--- src/rtl/axil_pkg.sv ---
// axil_pkg: state encoding and AXI4-lite constants shared by the native-to-AXI4-lite bridge.
package axil_pkg;

    typedef enum logic [2:0] {
        S_IDLE,
        S_RD_ADDR,
        S_RD_DATA,
        S_WR_ADDR_DATA,
        S_WR_RESP,
        S_DONE
    } axim_state_e;

    localparam logic [1:0] AXI_RESP_OKAY   = 2'b00;
    localparam logic [1:0] AXI_RESP_EXOKAY = 2'b01;
    localparam logic [1:0] AXI_RESP_SLVERR = 2'b10;
    localparam logic [1:0] AXI_RESP_DECERR = 2'b11;
    localparam logic [2:0] AXI_PROT_INSN   = 3'b100;

endpackage

--- src/rtl/axim_watchdog.sv ---
// axim_watchdog: counts waiting cycles in one handshake phase and flags when the limit is hit.
module axim_watchdog #(
    parameter int LIMIT = 256
) (
    input  logic clk,
    input  logic rst,
    input  logic clr_i,
    input  logic en_i,
    output logic expired_o
);
    localparam int CW = $clog2(LIMIT + 1);

    logic [CW-1:0] cnt_q, cnt_d;

    assign cnt_d     = clr_i ? '0 : en_i ? cnt_q + 1'b1 : cnt_q;
    assign expired_o = en_i && (cnt_q == CW'(LIMIT - 1));

    always_ff @(posedge clk or posedge rst) begin
        if (rst) cnt_q <= '0;
        else     cnt_q <= cnt_d;
    end

endmodule

--- src/rtl/axil_mem_initiator.sv ---
// axil_mem_initiator: picorv32-style native memory port to AXI4-lite initiator, one access at a time.
// Define AXIM_TIMEOUT_EN to abort any handshake phase stalled for TIMEOUT_CYCLES with mem_err.
module axil_mem_initiator
    import axil_pkg::*;
#(
    parameter int ADDR_W         = 32,
    parameter int DATA_W         = 32,
    parameter int TIMEOUT_CYCLES = 256
) (
    input  logic                clk,
    input  logic                rst,
    input  logic                mem_valid,
    input  logic                mem_instr,
    input  logic [ADDR_W-1:0]   mem_addr,
    input  logic [DATA_W-1:0]   mem_wdata,
    input  logic [DATA_W/8-1:0] mem_wstrb,
    output logic                mem_ready,
    output logic [DATA_W-1:0]   mem_rdata,
    output logic                mem_err,
    output logic                m_axi_awvalid,
    input  logic                m_axi_awready,
    output logic [ADDR_W-1:0]   m_axi_awaddr,
    output logic [2:0]          m_axi_awprot,
    output logic                m_axi_wvalid,
    input  logic                m_axi_wready,
    output logic [DATA_W-1:0]   m_axi_wdata,
    output logic [DATA_W/8-1:0] m_axi_wstrb,
    input  logic                m_axi_bvalid,
    output logic                m_axi_bready,
    input  logic [1:0]          m_axi_bresp,
    output logic                m_axi_arvalid,
    input  logic                m_axi_arready,
    output logic [ADDR_W-1:0]   m_axi_araddr,
    output logic [2:0]          m_axi_arprot,
    input  logic                m_axi_rvalid,
    output logic                m_axi_rready,
    input  logic [DATA_W-1:0]   m_axi_rdata,
    input  logic [1:0]          m_axi_rresp
);
    axim_state_e         state_q, state_d;
    logic [ADDR_W-1:0]   addr_q, addr_d;
    logic [DATA_W-1:0]   wdata_q, wdata_d, rdata_q, rdata_d;
    logic [DATA_W/8-1:0] wstrb_q, wstrb_d;
    logic                instr_q, instr_d, err_q, err_d;
    logic                aw_done_q, aw_done_d, w_done_q, w_done_d;
    logic                timeout;

    always_comb begin
        state_d   = state_q;
        addr_d    = addr_q;
        wdata_d   = wdata_q;
        wstrb_d   = wstrb_q;
        instr_d   = instr_q;
        rdata_d   = rdata_q;
        err_d     = err_q;
        aw_done_d = aw_done_q;
        w_done_d  = w_done_q;
        case (state_q)
            S_IDLE: if (mem_valid) begin
                addr_d    = mem_addr;
                wdata_d   = mem_wdata;
                wstrb_d   = mem_wstrb;
                instr_d   = mem_instr;
                aw_done_d = 1'b0;
                w_done_d  = 1'b0;
                state_d   = |mem_wstrb ? S_WR_ADDR_DATA : S_RD_ADDR;
            end
            S_RD_ADDR: if (m_axi_arready) state_d = S_RD_DATA;
            S_RD_DATA: if (m_axi_rvalid) begin
                rdata_d = m_axi_rdata;
                err_d   = m_axi_rresp != AXI_RESP_OKAY;
                state_d = S_DONE;
            end
            // AW and W retire independently; a channel's valid drops once its done flag is set
            S_WR_ADDR_DATA: begin
                aw_done_d = aw_done_q | m_axi_awready;
                w_done_d  = w_done_q | m_axi_wready;
                if (aw_done_d && w_done_d) state_d = S_WR_RESP;
            end
            S_WR_RESP: if (m_axi_bvalid) begin
                err_d   = m_axi_bresp != AXI_RESP_OKAY;
                state_d = S_DONE;
            end
            default: state_d = S_IDLE;
        endcase
        // A handshake landing on the expiry cycle wins over the abort
        if (timeout && state_d == state_q) begin
            state_d = S_DONE;
            err_d   = 1'b1;
            rdata_d = '0;
        end
    end

    always_ff @(posedge clk or posedge rst) begin
        if (rst) begin
            state_q   <= S_IDLE;
            addr_q    <= '0;
            wdata_q   <= '0;
            wstrb_q   <= '0;
            instr_q   <= 1'b0;
            rdata_q   <= '0;
            err_q     <= 1'b0;
            aw_done_q <= 1'b0;
            w_done_q  <= 1'b0;
        end else begin
            state_q   <= state_d;
            addr_q    <= addr_d;
            wdata_q   <= wdata_d;
            wstrb_q   <= wstrb_d;
            instr_q   <= instr_d;
            rdata_q   <= rdata_d;
            err_q     <= err_d;
            aw_done_q <= aw_done_d;
            w_done_q  <= w_done_d;
        end
    end

`ifdef AXIM_TIMEOUT_EN
    logic waiting;

    assign waiting = state_q inside {S_RD_ADDR, S_RD_DATA, S_WR_ADDR_DATA, S_WR_RESP};

    axim_watchdog #(.LIMIT(TIMEOUT_CYCLES)) u_watchdog (
        .clk       (clk),
        .rst       (rst),
        .clr_i     (state_d != state_q),
        .en_i      (waiting),
        .expired_o (timeout)
    );
`else
    logic unused_timeout_cfg;

    assign timeout            = 1'b0;
    assign unused_timeout_cfg = TIMEOUT_CYCLES != 0;
`endif

    assign m_axi_arvalid = state_q == S_RD_ADDR;
    assign m_axi_araddr  = addr_q;
    assign m_axi_arprot  = instr_q ? AXI_PROT_INSN : 3'b000;
    assign m_axi_rready  = state_q == S_RD_DATA;
    assign m_axi_awvalid = state_q == S_WR_ADDR_DATA && !aw_done_q;
    assign m_axi_awaddr  = addr_q;
    assign m_axi_awprot  = 3'b000;
    assign m_axi_wvalid  = state_q == S_WR_ADDR_DATA && !w_done_q;
    assign m_axi_wdata   = wdata_q;
    assign m_axi_wstrb   = wstrb_q;
    assign m_axi_bready  = state_q == S_WR_RESP;
    assign mem_ready     = state_q == S_DONE;
    assign mem_err       = mem_ready && err_q;
    assign mem_rdata     = rdata_q;

endmodule
--- config.mk ---
export PLATFORM = sky130hd
export DESIGN_NAME = axil_mem_initiator
export DESIGN_NICKNAME = d
export VERILOG_FILES = /design/src/rtl/axil_pkg.sv /design/src/rtl/axim_watchdog.sv /design/src/rtl/axil_mem_initiator.sv
export SDC_FILE = /design/constraint.sdc
export NUM_CORES = 1
export LEC_CHECK = 0
export BUFFER_PORTS_ARGS = -buffer_cell sky130_fd_sc_hd__buf_2
export CAP_MARGIN = 40
export CORE_UTILIZATION = 44
export CTS_CLUSTER_SIZE = 24
export DETAILED_ROUTE_END_ITERATION = 10
export PLACE_DENSITY = 0.8
export REMOVE_ABC_BUFFERS = 1
export SLEW_MARGIN = 20
export SYNTH_ARGS = -nofsm -noshare
export SYNTH_HDL_FRONTEND = slang
export SYNTH_SLANG_ARGS = --single-unit
--- constraint.sdc ---
create_clock -name clk -period 5.45 [get_ports clk]
set_clock_uncertainty 0.1 [all_clocks]
set_input_delay 1.635 -clock clk [delete_from_list [all_inputs] [get_ports clk]]
set_output_delay 1.635 -clock clk [all_outputs]
set_load 0.005 [all_outputs]
* Yosys cells after proc, flatten, opt, wreduce, memory -nomap -nowiden
Cells that the tools add are included.
Storage, ports and cells: bits in registers 107, bits of input ports 113, output and inout bits 145, word-level logic and storage cells 52
Cells by class: equal/unequal tests 10, muxes and demuxes 14, bitwise gates (word level) 2, reductions and logical operators 17
Operator list (count):
- 3-bit 2-to-1 mux | 6
- 3-bit case mux with 5 select lines | 1
- 2-bit inequality test (second input constant) | 4
- 2-bit nonzero test | 4
- 3-bit by 2-bit == test with 1-bit output (second input constant) | 2
- 3-bit == test (second input constant) | 2
- 1-bit case mux with 2 select lines | 3
- 2-bit AND reduction | 3
- 5-bit AND reduction | 1
- 1-bit logical AND | 4
- 4-bit OR reduction | 1
- 3-bit by 1-bit == test with 1-bit output (second input constant) | 1
- 3-bit zero test | 1
- 1-bit 2-to-1 mux | 3
- 3-bit AND reduction | 1
- 1-bit zero test | 2
- 2-bit 2-to-1 mux | 1
- 2-bit by 1-bit inequality test with 1-bit output (second input constant) | 1
- 1-bit OR | 2

* Depth between registers and ports, before layout
depth after elaboration 4, depth in mapped cells 5, depth with buffers taken out 3

* Least setup slack after synthesis
Ideal clock, no wire load.
path type input to register, start point in mem_valid, end point reg instr_q, setup time 0.125 ns, arrival 2.641 ns, data required time 5.225 ns, path slack 2.585 ns, stages on the path 3, buffers on the path 1, cell sequence nor4b_4 > buf_6 > mux2_2
On the way: cells in the longest elaborated chain, start to end 1
RTL lines:
- start: declaration | RTL line axil_mem_initiator.sv:12 | input logic mem_valid,
- 2-bit AND reduction (no source line)
- end signal: assignment | RTL line axil_mem_initiator.sv:110 | instr_q <= instr_d;
- end: declaration | RTL line axil_mem_initiator.sv:44 | logic instr_q, instr_d, err_q, err_d;
No other way between the ends. A chain may end at the register's enable or synchronous reset.

* Worst setup path after layout
start point reg state_q[1], end point out m_axi_rready
On the way: cells in the longest elaborated chain, start to end 1
RTL lines:
- start: declaration | RTL line axil_mem_initiator.sv:40 | axim_state_e state_q, state_d;
- start signal: assignment | RTL line axil_mem_initiator.sv:106 | state_q <= state_d;
- 3-bit by 2-bit == test with 1-bit output | RTL line axil_mem_initiator.sv:140 | assign m_axi_rready = state_q == S_RD_DATA;
- end: declaration | RTL line axil_mem_initiator.sv:36 | output logic m_axi_rready,
No other way between the ends.

==> results.yml <==
routing:
  wl_met3_microns: 706
  routed_via_density: 4.72
  drc: 0
  vias: 3109
  wl_met1_mm: 3.78
  firstDrtPassIters: 4
  ant_nets: 0
  drtIter0Drc: 79
  routed.top_layer: "met4"
  totalWireLength_mm: 9.57
  wire_per_inst_microns: 14.5
  wl_met2_mm: 4.91
power_and_ir_drop:
  p_int_mw: 2.25
  switching_share_pct: 31.6
  pwr-share-comb_pct: 41.0
  p_leak_nw: 2.97
  p_per_area_nw_per_um2: 562
  ir_worst_vdd_mv: 0.240
  netSwitchingPower_mw: 1.04
  clkPwrFrac_pct: 14.7
  seqPwrFrac_pct: 44.3
  power.total_mw: 3.29
critical_path:
  cp_data_required_time_ns: 3.72
  path_class: "reg2out"
  arrival_ns: 1.58
  cp_max_fo: 13
  endpoint_kind: "primary output"
  cp-start-kind: "flop"
placed_design:
  place_worst_setup_slack_ns: 2.26
  dp_hpwl_mm: 7.36
  place_congestion: 0.802
  placement.cell_area_sq_um: 5630
  io_buffer_count: 252
layout:
  area_growth_pct: 28.6
  drive_gt1_share_pct: 72.6
  final_util_pct: 59.1
  antenna_cells: 0
  design_area_sq_um: 5860
  nets: 635
clocking:
  cts_resized: 0
  cts_root_buf: "clkbuf_8"
  post_cts_buffers: 0
  cts_tree: "yes"
  cts_buffers: 9
  htreeDepth: 3
  cts.sinks: 107
  cts_buffer_depth: 2
  hold_buffers: 0
  path_clk_slew_ns: 0.09
  clk_latency_ns: 0.34
global_routing:
  grt_pass1_vias: 3236
  grt_max_degree: 57
  antenna_found_initial: 0
  grt_pass1_wl_mm: 15.6
  track_usage_pct: 18.2
  overflow: 0
timing:
  slew_headroom_pct: 62.9
  hold_viol_final: 0
  drv_slew: 0
  setup_violations: 0
  fin_crit_sh_pct: 60.8
  rsz0062_at_grt: "no"
  tightest_slew_ns: 0.557
  period_minus_slack_ns: 3.31
  worst_slack_ns: 2.14
  final.setup.tns_ns: 0
  max_freq_mhz: 302
floorplan:
  fp.dieArea_sq_um: 10800
  fp.dieW_microns: 104
  start_util_pct: 45.9
  io_pins: 258
  die_h_microns: 104
  core_region_area_sq_um: 9910
  std_cell_rows: 36
synthesis:
  synth_area_per_cell_sq_um: 15.1
  synth-seq-area-share_pct: 58.8
  ys_ff_latch: 107
  ys_warn_count: 0
  ys_types: 32
  synth_area_sq_um: 4550
  syn_inst: 301
min_path:
  hold_path.class: "reg2reg"
run:
  maxCapViolCount: 0
status:
  status: "completed"
==> final timing paths <==
path                                    start              to  slack [ns]  cells after the start
worst max register to register     state_q[1]   mem_rdata[16]        3.37                      4
worst max-delay path               state_q[1]    m_axi_rready        2.14                      3
min in group asynchronous                 rst  m_axi_wstrb[0]        1.20                      2
worst min-delay path            mem_rdata[30]   mem_rdata[30]        0.40                      1
worst min register to register  mem_rdata[30]   mem_rdata[30]        0.40                      1
max in group asynchronous                 rst  m_axi_wdata[1]        3.14                      4
==> power groups by stage <==
stage / logic (mW) / registers (mW) / clock network, mW
after floorplan: 0.629 / 1.51 / 0
after global placement: 1.32 / 1.44 / 0
after detailed placement: 1.36 / 1.47 / 0
after CTS: 1.36 / 1.46 / 0.505
after global routing: 1.46 / 1.51 / 0.538
final: 1.35 / 1.46 / 0.483
==> cell families (layout without fill, tap and decap cells) <==
logic type | count (synthesis) | in the layout | synth area share [%]
flops | 107 | 107 | 58.8
mux | 105 | 105 | 26.6
buf+inv | 55 | 276 | 9.51
simple gates | 23 | 23 | 3.41
compound gates | 10 | 10 | 1.59
other cells | 1 | 5 | 0.0824
==> stage by stage <==
step / hold slack (ns) / cells
after detailed placement: 0.380 / 643
after CTS: 0.402 / 658
after global placement: 0.366 / 642
after global routing: 0.430 / 659
after floorplan: 0.383 / 254
final: 0.399 / 659
==> registers in the layout (all words and copies together), names as in the netlist <==
| signal | count |
|---|---|
| aw_done_q | 1 |
| err_q | 1 |
| instr_q | 1 |
| m_axi_araddr | 32 |
| m_axi_wdata | 32 |
| m_axi_wstrb | 4 |
| mem_rdata | 32 |
| state_q | 3 |
| w_done_q | 1 |
==> area by class of cell <==
cell class | instances | area, sq um
Fill cell | 827 | 4050
Sequential cell | 107 | 2680
Multi-Input combinational cell | 143 | 1460
Timing Repair Buffer | 257 | 1340
Tap cell | 133 | 166
Clock buffer | 10 | 138
Clock inverter | 5 | 60.1
Inverter | 4 | 17.5
==> layout by cell type, fill, tap and decap left out, types with 3 or more instances in the layout <==
cell type,instances
buf_2,252
buf_4,3
clkbuf_8,10
conb_1,5
dfrtp_1,107
inv_1,3
mux2_2,95
mux2_4,8
nor2_1,9
==> cell usage after synthesis, drive strengths merged <==
cell	n	area share, %
buf	50	9.1
or4	1	0.16
nand2	1	0.082
or3b	1	0.25
o211ai	2	0.33
clkbuf	1	0.082
mux2	104	26
o22a	1	0.19
a31o	1	0.19
a211o	1	0.19
and3b	1	0.22
a21oi	2	0.22
nand3b	1	0.16
and2	2	0.27
nor2b	1	0.14
inv	4	0.33
or4bb	1	0.27
nand3	2	0.22
nor4b	1	0.52
dfrtp	107	59
mux2i	1	0.22
o221ai	1	0.19
nor3	1	0.11
nor2	10	0.99
a211oi	1	0.16
conb	1	0.082
o21ai	1	0.11
==> per-layer routing <==
metal	track usage (%)	vias up
met5	0	-
met4	8.06	0
met3	4.72	17
met2	33.2	158
met1	19.9	1496
li1	-	1438
==> critical path: stages (launching register included) <==
cell and delay (ns):
dfrtp_1 0.59, or3b_4 0.48, inv_1 0.06, buf_2 0.10
No activity file was read; power rests on OpenSTA's default activity.
